===== src/rtl/mic1_step_ctrl.sv =====
// MIC1 single-step strobe generator: synchronised, debounced pushbutton stepping.
// Define MIC1_STEP_AUTORUN_EN to add the run switch and a free-running RUN mode.

module mic1_step_debounce #(
    parameter int DEBOUNCE_CYCLES = 50000
) (
    input  logic clock,
    input  logic reset,
    input  logic i_raw,
    output logic o_stable
);
    localparam int CW = $clog2(DEBOUNCE_CYCLES);
    localparam logic [CW-1:0] LAST = CW'(DEBOUNCE_CYCLES - 1);

    logic [1:0]    r_sync;
    logic [CW-1:0] r_cnt;
    logic          r_stable;

    always_ff @(posedge clock) begin
        if (reset) begin
            r_sync   <= 2'b00;
            r_cnt    <= '0;
            r_stable <= 1'b0;
        end else begin
            r_sync <= {r_sync[0], i_raw};
            if (r_sync[1] == r_stable) begin
                r_cnt <= '0;
            end else if (r_cnt == LAST) begin
                r_stable <= r_sync[1];
                r_cnt    <= '0;
            end else begin
                r_cnt <= r_cnt + CW'(1);
            end
        end
    end

    assign o_stable = r_stable;
endmodule

module mic1_step_ctrl #(
    parameter int DEBOUNCE_CYCLES = 50000,
    parameter int CNT_W           = 16,
    parameter int RUN_PERIOD      = 1000000
) (
    input  logic             clock,
    input  logic             reset,
    input  logic             btn_raw,
    input  logic             run_sw,
    input  logic             halt,
    output logic             step,
    output logic [CNT_W-1:0] step_count,
    output logic             btn_stable,
    output logic             running
);
`ifdef MIC1_STEP_AUTORUN_EN
    typedef enum logic [1:0] {
        S_IDLE     = 2'd0,
        S_WAIT_REL = 2'd1,
        S_RUN      = 2'd2
    } state_t;
`else
    typedef enum logic [1:0] {
        S_IDLE     = 2'd0,
        S_WAIT_REL = 2'd1
    } state_t;
`endif

    state_t           r_state;
    state_t           w_state_nxt;
    logic             r_step;
    logic             w_step_nxt;
    logic [CNT_W-1:0] r_cnt;
    logic             r_btn_prev;
    logic             w_btn_stable;
    logic             w_btn_rise;

    mic1_step_debounce #(
        .DEBOUNCE_CYCLES(DEBOUNCE_CYCLES)
    ) u_db_btn (
        .clock   (clock),
        .reset   (reset),
        .i_raw   (btn_raw),
        .o_stable(w_btn_stable)
    );

    assign w_btn_rise = w_btn_stable & ~r_btn_prev;

`ifdef MIC1_STEP_AUTORUN_EN
    localparam int DIV_W = $clog2(RUN_PERIOD);
    localparam logic [DIV_W-1:0] DIV_LAST = DIV_W'(RUN_PERIOD - 1);

    logic             w_run_stable;
    logic [DIV_W-1:0] r_div;
    logic [DIV_W-1:0] w_div_nxt;

    mic1_step_debounce #(
        .DEBOUNCE_CYCLES(DEBOUNCE_CYCLES)
    ) u_db_run (
        .clock   (clock),
        .reset   (reset),
        .i_raw   (run_sw),
        .o_stable(w_run_stable)
    );

    always_ff @(posedge clock) begin
        if (reset) begin
            r_div <= '0;
        end else begin
            r_div <= w_div_nxt;
        end
    end

    assign running = (r_state == S_RUN);
`else
    logic w_unused;
    assign w_unused = run_sw | (RUN_PERIOD == 0);
    assign running  = 1'b0;
`endif

    always_ff @(posedge clock) begin
        if (reset) begin
            r_state    <= S_IDLE;
            r_step     <= 1'b0;
            r_cnt      <= '0;
            r_btn_prev <= 1'b0;
        end else begin
            r_state    <= w_state_nxt;
            r_step     <= w_step_nxt;
            r_btn_prev <= w_btn_stable;
            if (r_step) begin
                r_cnt <= r_cnt + CNT_W'(1);
            end
        end
    end

    always_comb begin
        w_state_nxt = r_state;
        w_step_nxt  = 1'b0;
`ifdef MIC1_STEP_AUTORUN_EN
        w_div_nxt   = r_div;
`endif
        unique case (r_state)
            S_IDLE: begin
`ifdef MIC1_STEP_AUTORUN_EN
                if (w_run_stable) begin
                    w_state_nxt = S_RUN;
                end else
`endif
                // a press under halt is still consumed
                if (w_btn_rise) begin
                    w_state_nxt = S_WAIT_REL;
                    w_step_nxt  = ~halt;
                end
            end
            S_WAIT_REL: begin
                if (!w_btn_stable) begin
                    w_state_nxt = S_IDLE;
                end
            end
`ifdef MIC1_STEP_AUTORUN_EN
            S_RUN: begin
                if (!w_run_stable) begin
                    w_state_nxt = w_btn_stable ? S_WAIT_REL : S_IDLE;
                    w_div_nxt   = '0;
                end else if (!halt) begin
                    if (r_div == DIV_LAST) begin
                        w_step_nxt = 1'b1;
                        w_div_nxt  = '0;
                    end else begin
                        w_div_nxt = r_div + DIV_W'(1);
                    end
                end
            end
`endif
            default: begin
                w_state_nxt = S_IDLE;
            end
        endcase
    end

    assign step       = r_step;
    assign step_count = r_cnt;
    assign btn_stable = w_btn_stable;
endmodule


===== config.mk =====
export PLATFORM = sky130hd
export DESIGN_NAME = mic1_step_ctrl
export DESIGN_NICKNAME = d
export VERILOG_FILES = /design/src/rtl/mic1_step_ctrl.sv
export SDC_FILE = /design/constraint.sdc
export NUM_CORES = 1
export LEC_CHECK = 0
export CELL_PAD_IN_SITES_DETAIL_PLACEMENT = 0
export CELL_PAD_IN_SITES_GLOBAL_PLACEMENT = 1
export CORE_MARGIN = 2
export CORE_UTILIZATION = 36
export DETAILED_ROUTE_END_ITERATION = 10
export PLACE_DENSITY_LB_ADDON = 0.2
export SLEW_MARGIN = 20
export SYNTH_ARGS = -nofsm -noshare
export SYNTH_HDL_FRONTEND = slang
export SYNTH_SLANG_ARGS = --single-unit

===== constraint.sdc =====
create_clock -name clock -period 1.6 [get_ports clock]
set_clock_uncertainty 0.1 [all_clocks]
set_input_delay 0.4 -clock clock [delete_from_list [all_inputs] [get_ports clock]]
set_output_delay 0.4 -clock clock [all_outputs]
set_load 0.03 [all_outputs]

Word level (Yosys, flattened, before mapping) --
Index checks and enable logic that the tools add are counted.
Cells by class: add/subtract/negate cells 2, equal/unequal tests 5, muxes and demuxes 3, bitwise operators 6, reductions and logical operators 5
Operators by type and width (count):
- adder 16 x 1 -> 16 bit, second input constant | 2
- == test 16 bit, second input constant | 1
- OR reduction 3 bit | 2
- NOT 1 bit | 5
- two-way mux 2 bit | 2
- != test 2 bit, second input constant | 2
- case mux 2 bit (2 select lines) | 1
- AND reduction 2 bit | 2
- == test 2 x 1 -> 1 bit, second input constant | 1
- logical NOT 2 bit | 1
- bitwise AND 1 bit | 1
- == test 1 bit | 1
Storage, ports and cells: bits in registers 39, input port bits 5, output and inout port bits 19, word-level logic and storage cells 28

Logic depth before layout (Yosys ltp) --
Gate-level depths: netlist (run 1).
depth in word-level cells 4, gate-level depth with buffers 5, depth with buffers taken out 5

Modules after synthesis --
From an unflattened synthesis (run 1), not the netlist that was laid out.
Unflattened totals: cells, all modules 182, area total of the unflattened synthesis 1759.2 um^2
By module, submodules not included:
- mic1_step_ctrl | times used 1, cells an instance 95, area each 912.1 um^2, seq. area each 380.4 um^2
- mic1_step_debounce | times used 1, cells an instance 87, area each 847.1 um^2, seq. area each 380.4 um^2

Worst setup path before layout (run 1) --
OpenSTA, ideal clock, no wires.
kind register to register, from reg r_step, in the netlist step, to reg r_cnt[15], in the netlist step_count[15], library setup time 0.121 ns, data arrival time 1.600 ns, required time 1.379 ns, setup slack -0.221 ns, stages on the path, launching flop included 6, path buffers 1, clock period less this slack 1.821 ns, cells stage by stage dfxtp_1 buf_4 nand4_2 nor4_2 nand3_1 mux2_2
RTL lines:
- from (decl) | RTL line 70 | logic r_step;
- from (signal assigned) | RTL line 128 | r_step <= w_step_nxt;
- to (signal assigned) | RTL line 131 | r_cnt <= r_cnt + CNT_W'(1);
- to (decl) | RTL line 72 | logic [CNT_W-1:0] r_cnt;

Worst setup path in the final report (run 1) --
from reg u_db_btn.r_cnt[7], to reg u_db_btn.r_cnt[3]
On the way: cells in the longest elaborated chain, start to end 2
RTL lines:
- from (decl) | RTL line 16 | logic [CW-1:0] r_cnt;
- from (signal assigned) | RTL line 32 | r_cnt <= r_cnt + CW'(1);
- == test 16 bit | RTL line 28 | end else if (r_cnt == LAST) begin
- OR reduction 3 bit (no line)
Every way passes these cells. A chain may end at the register's enable or synchronous reset.

==> out/results.tsv, run 1 <==
stage	metric	value	unit
run_status	run status	finished with violations	
run_status	violated checks	negative setup slack	
power_and_ir_drop	worst vdd ir	0.6032	mV
clock_tree	H-tree depth	2	
sta	count of final hold-check violations	0	
finish	ANT cells	0	
clock_tree	Num CTS Buffers	5	
critical_path	Worst Path Max Fanout	3	
clock_tree	clk sinks	38	
synth	Seq/Total Area, Yosys	0.4666	
critical_path	crit-path cells	nor4_4 -> nand3_2 -> o41ai_4 -> buf_4 -> nor2_2	
critical_path	Reg2Reg Depth	5	
drt	Routed WL	3.328	mm
worst_hold_path	Hold Path Stages	1	
critical_path	Crit. End Element	flop	
critical_path	critical path arrival	1.76	ns
sta	Peak Freq	593.6	MHz
power_and_ir_drop	P_int	1.312	mW
power_and_ir_drop	Comb pwr share	0.024	
synth	syn_area_per_cell	9.159	sq um
floorplanning	Core Area	4354	sq um
clock_tree	clk_lat worst skew	0.28	ns
global_routing	vias in the first global route	1285	
drt	WL/cell	11.93	um
finish	Finished Layout Cells	279	
critical_path	CP peak stage delay	0.44	ns
clock_tree	clock slew at reported path FFs	0.08	ns
drt	DRT antenna net count	0	
finish	Layout Nets	233	
finish	synth-to-layout area growth	38.53	%
power_and_ir_drop	switching share of power	0.2134	
global_routing	first-pass GRT wire length	5.747	mm
critical_path	Slowest cell on crit path	o41ai_4	
synth	yosys warns	0	
global_routing	gr ovfl total	0	
worst_hold_path	Worst Hold Class	reg2reg	
place	dpl cells	271	
clock_tree	CTS tree	built	
floorplanning	Horiz. Die Dim	71.30	um
floorplanning	I/O pin cnt	24	
floorplanning	DIE AREA	5083	sq um
global_routing	antenna violations before repair	0	
synth	Primary FF master, synth	dfxtp_1	
floorplanning	Initial Util	0.3744	
floorplanning	Die Y	71.30	um
synth	Post-Syn Area	1630	sq um
place	RePlAce Congestion	0.8293	
sta	Setup-failing EPs final	15	
synth	Post-synth EDFFs	0	
sta	Final WS setup	-0.08453	ns
power_and_ir_drop	Clock Power Share	0.408	
drt	DRC	0	
synth	Cells after Synth	178	
power_and_ir_drop	pwr/cell area	738.7	nW/um^2
sta	period utilization	1.053	
finish	layout cells sized above 1	0.3304	
clock_tree	CTS Root Cell	clkbuf_8	
place	PortBufs	21	
synth	#FFs+latches synth	38	
sta	Slew Limit Fails	0	
critical_path	CP Launch Type	flop	
power_and_ir_drop	Sw Pwr	356.0	uW
floorplanning	Rows	24	
synth	ys async rst share	0	
global_routing	GRT Total Usage	0.1425	
sta	Final Critical Period	1.685	ns
finish	# fillers	410	
place	hpwl dp	2.444	mm
synth	Syn Nets	185	
power_and_ir_drop	Leak	0.7987	nW
synth	Synth cell types	27	
job	number of max-cap violations	0	
finish	final core occ	0.5187	
power_and_ir_drop	sequential share of power	0.569	
drt	1st-pass router iterations	4	
drt	vias per inst	4.703	
critical_path	Req. time, crit path	1.68	ns
drt	vias	1312	
drt	DRT iter0 DRCs	105	
clock_tree	Max Buffers Root-to-Sink	2	
critical_path	CP Class	reg2reg	
global_routing	largest net degree at the start of global routing	16	
sta	RSZ-0062 raised after global routing	yes	
clock_tree	cts hold-fix bufs	0	
-- path summary, 6_finish.rpt --
kind	to	startpoint	slack [ns]
min reg2reg	step	r_state[0]	0.31
max	u_db_btn.r_cnt[3]	u_db_btn.r_cnt[7]	-0.08
max reg2reg	u_db_btn.r_cnt[3]	u_db_btn.r_cnt[7]	-0.08
min	step	r_state[0]	0.31
-- cell families after synthesis --
logic type | after synthesis | synth area share
AND/OR/NAND/NOR | 88 | 0.2786
AO/OA/AOI/OAI | 4 | 0.02609
other | 1 | 0.002300
flip-flops | 38 | 0.4666
buffers and inverters | 14 | 0.04143
XOR/XNOR | 28 | 0.1504
adder cells (fa/ha/maj) | 2 | 0.01535
multiplexers | 3 | 0.01919
-- critical path, delay by kind of cell, from the launching register on --
| kind | cells | cell delay [ns] |
|---|---|---|
| buf+inv | 1 | 0.21 |
| compound gates | 1 | 0.44 |
| flops | 1 | 0.34 |
| simple gates | 3 | 0.48 |
-- power by group through the flow --
stage,sequential [mW],combinational [mW],clock [mW]
CTS,0.949,0.0370,0.704
finish,0.949,0.0395,0.680
detailed placement,0.971,0.0367,0
global placement,0.971,0.0359,0
global route,0.949,0.0431,0.758
floorplan,0.971,0.0208,0
-- cell type report --
cell class	instances	area, sq um	share of cell area
clock buffers	6	82.58	0.03657
clock inverters	2	12.51	0.005540
inverters	9	33.78	0.01496
multi-input cells	126	897.1	0.3972
flip-flops and latches	38	782.0	0.3463
well taps	52	65.06	0.02881
repair buffers	46	385.4	0.1706
-- metrics by stage --
| step | hold slack, ns | power (mW) | setup WS (ns) | setup TNS, ns | instance area [sq um] |
|---|---|---|---|---|---|
| 2_1_floorplan | 0.2895 | 0.9919 | -0.009181 | -0.07567 | 1665 |
| 3_3_place_gp | 0.3016 | 1.007 | -0.09137 | -1.041 | 2092 |
| 3_5_place_dp | 0.3044 | 1.008 | -0.1140 | -1.383 | 2092 |
| 4_1_cts | 0.3150 | 1.690 | -0.04859 | -0.3552 | 2188 |
| 5_1_grt | 0.3462 | 1.750 | -0.1539 | -2.203 | 2258 |
| 6_report | 0.3133 | 1.668 | -0.08453 | -0.9372 | 2258 |
-- layout by cell type, fill, tap and decap left out, types with 4 or more instances in the layout --
cell type        netlist  layout
buf_4                  2      24
clkbuf_8               0       6
clkdlybuf4s15_1        0       6
dfxtp_1               38      21
dfxtp_2                0      17
dlygate4sd2_1          0      10
inv_1                  9       9
nand2_1                9       9
nand3_1                8       6
nand4_1                7       7
nor2_1                33      25
nor2_2                 0       6
nor3_1                 9       9
nor4_1                10       6
nor4_2                 2       4
xnor2_1               23      23
xor2_1                 5       5
-- Yosys cell counts (all sizes together) (3+ instances only) --
cell type	count	area, sq um
nor3	9	45.04
nand3	8	40.04
nor2	33	123.9
or3	3	23.77
xor2	5	43.79
xnor2	23	201.4
nor4	12	87.58
nand4	9	68.81
inv	9	33.78
nor2b	3	18.77
buf	4	30.02
dfxtp	38	760.7
nand2	9	33.78
-- per-layer routing --
metal / share of wire / wire length (um) / global-route usage / up-vias
li1: - / - / - / 692
met5: 0 / 0 / 0 / -
met3: 0.035 / 116 / 0.04079 / 4
met4: 0.0099 / 33 / 0.04403 / 0
met2: 0.46 / 1532 / 0.2212 / 21
met1: 0.49 / 1646 / 0.1929 / 595
-- timing repair --
action	in CTS	in global routing
hold endpoints to repair	0	0
setup buffers	0	1
setup endpoints to repair	33	27
pin swaps	13	4
gates cloned	0	0
resized for setup	21	25
-- sequential cells by signal (all words and copies together) (netlist names) --
register	count
r_state	1
step	1
u_db_btn.o_stable	1
r_btn_prev	1
u_db_btn.r_cnt	16
u_db_btn.r_sync	2
step_count	16
No activity file was read; power rests on OpenSTA's default activity.
==> inputs of run 2 (changes only) <==
- SLEW_MARGIN: 20 -> default
==> results of run 2 <==
No change in the layout: final DEF, timing and power equal those of run 1.
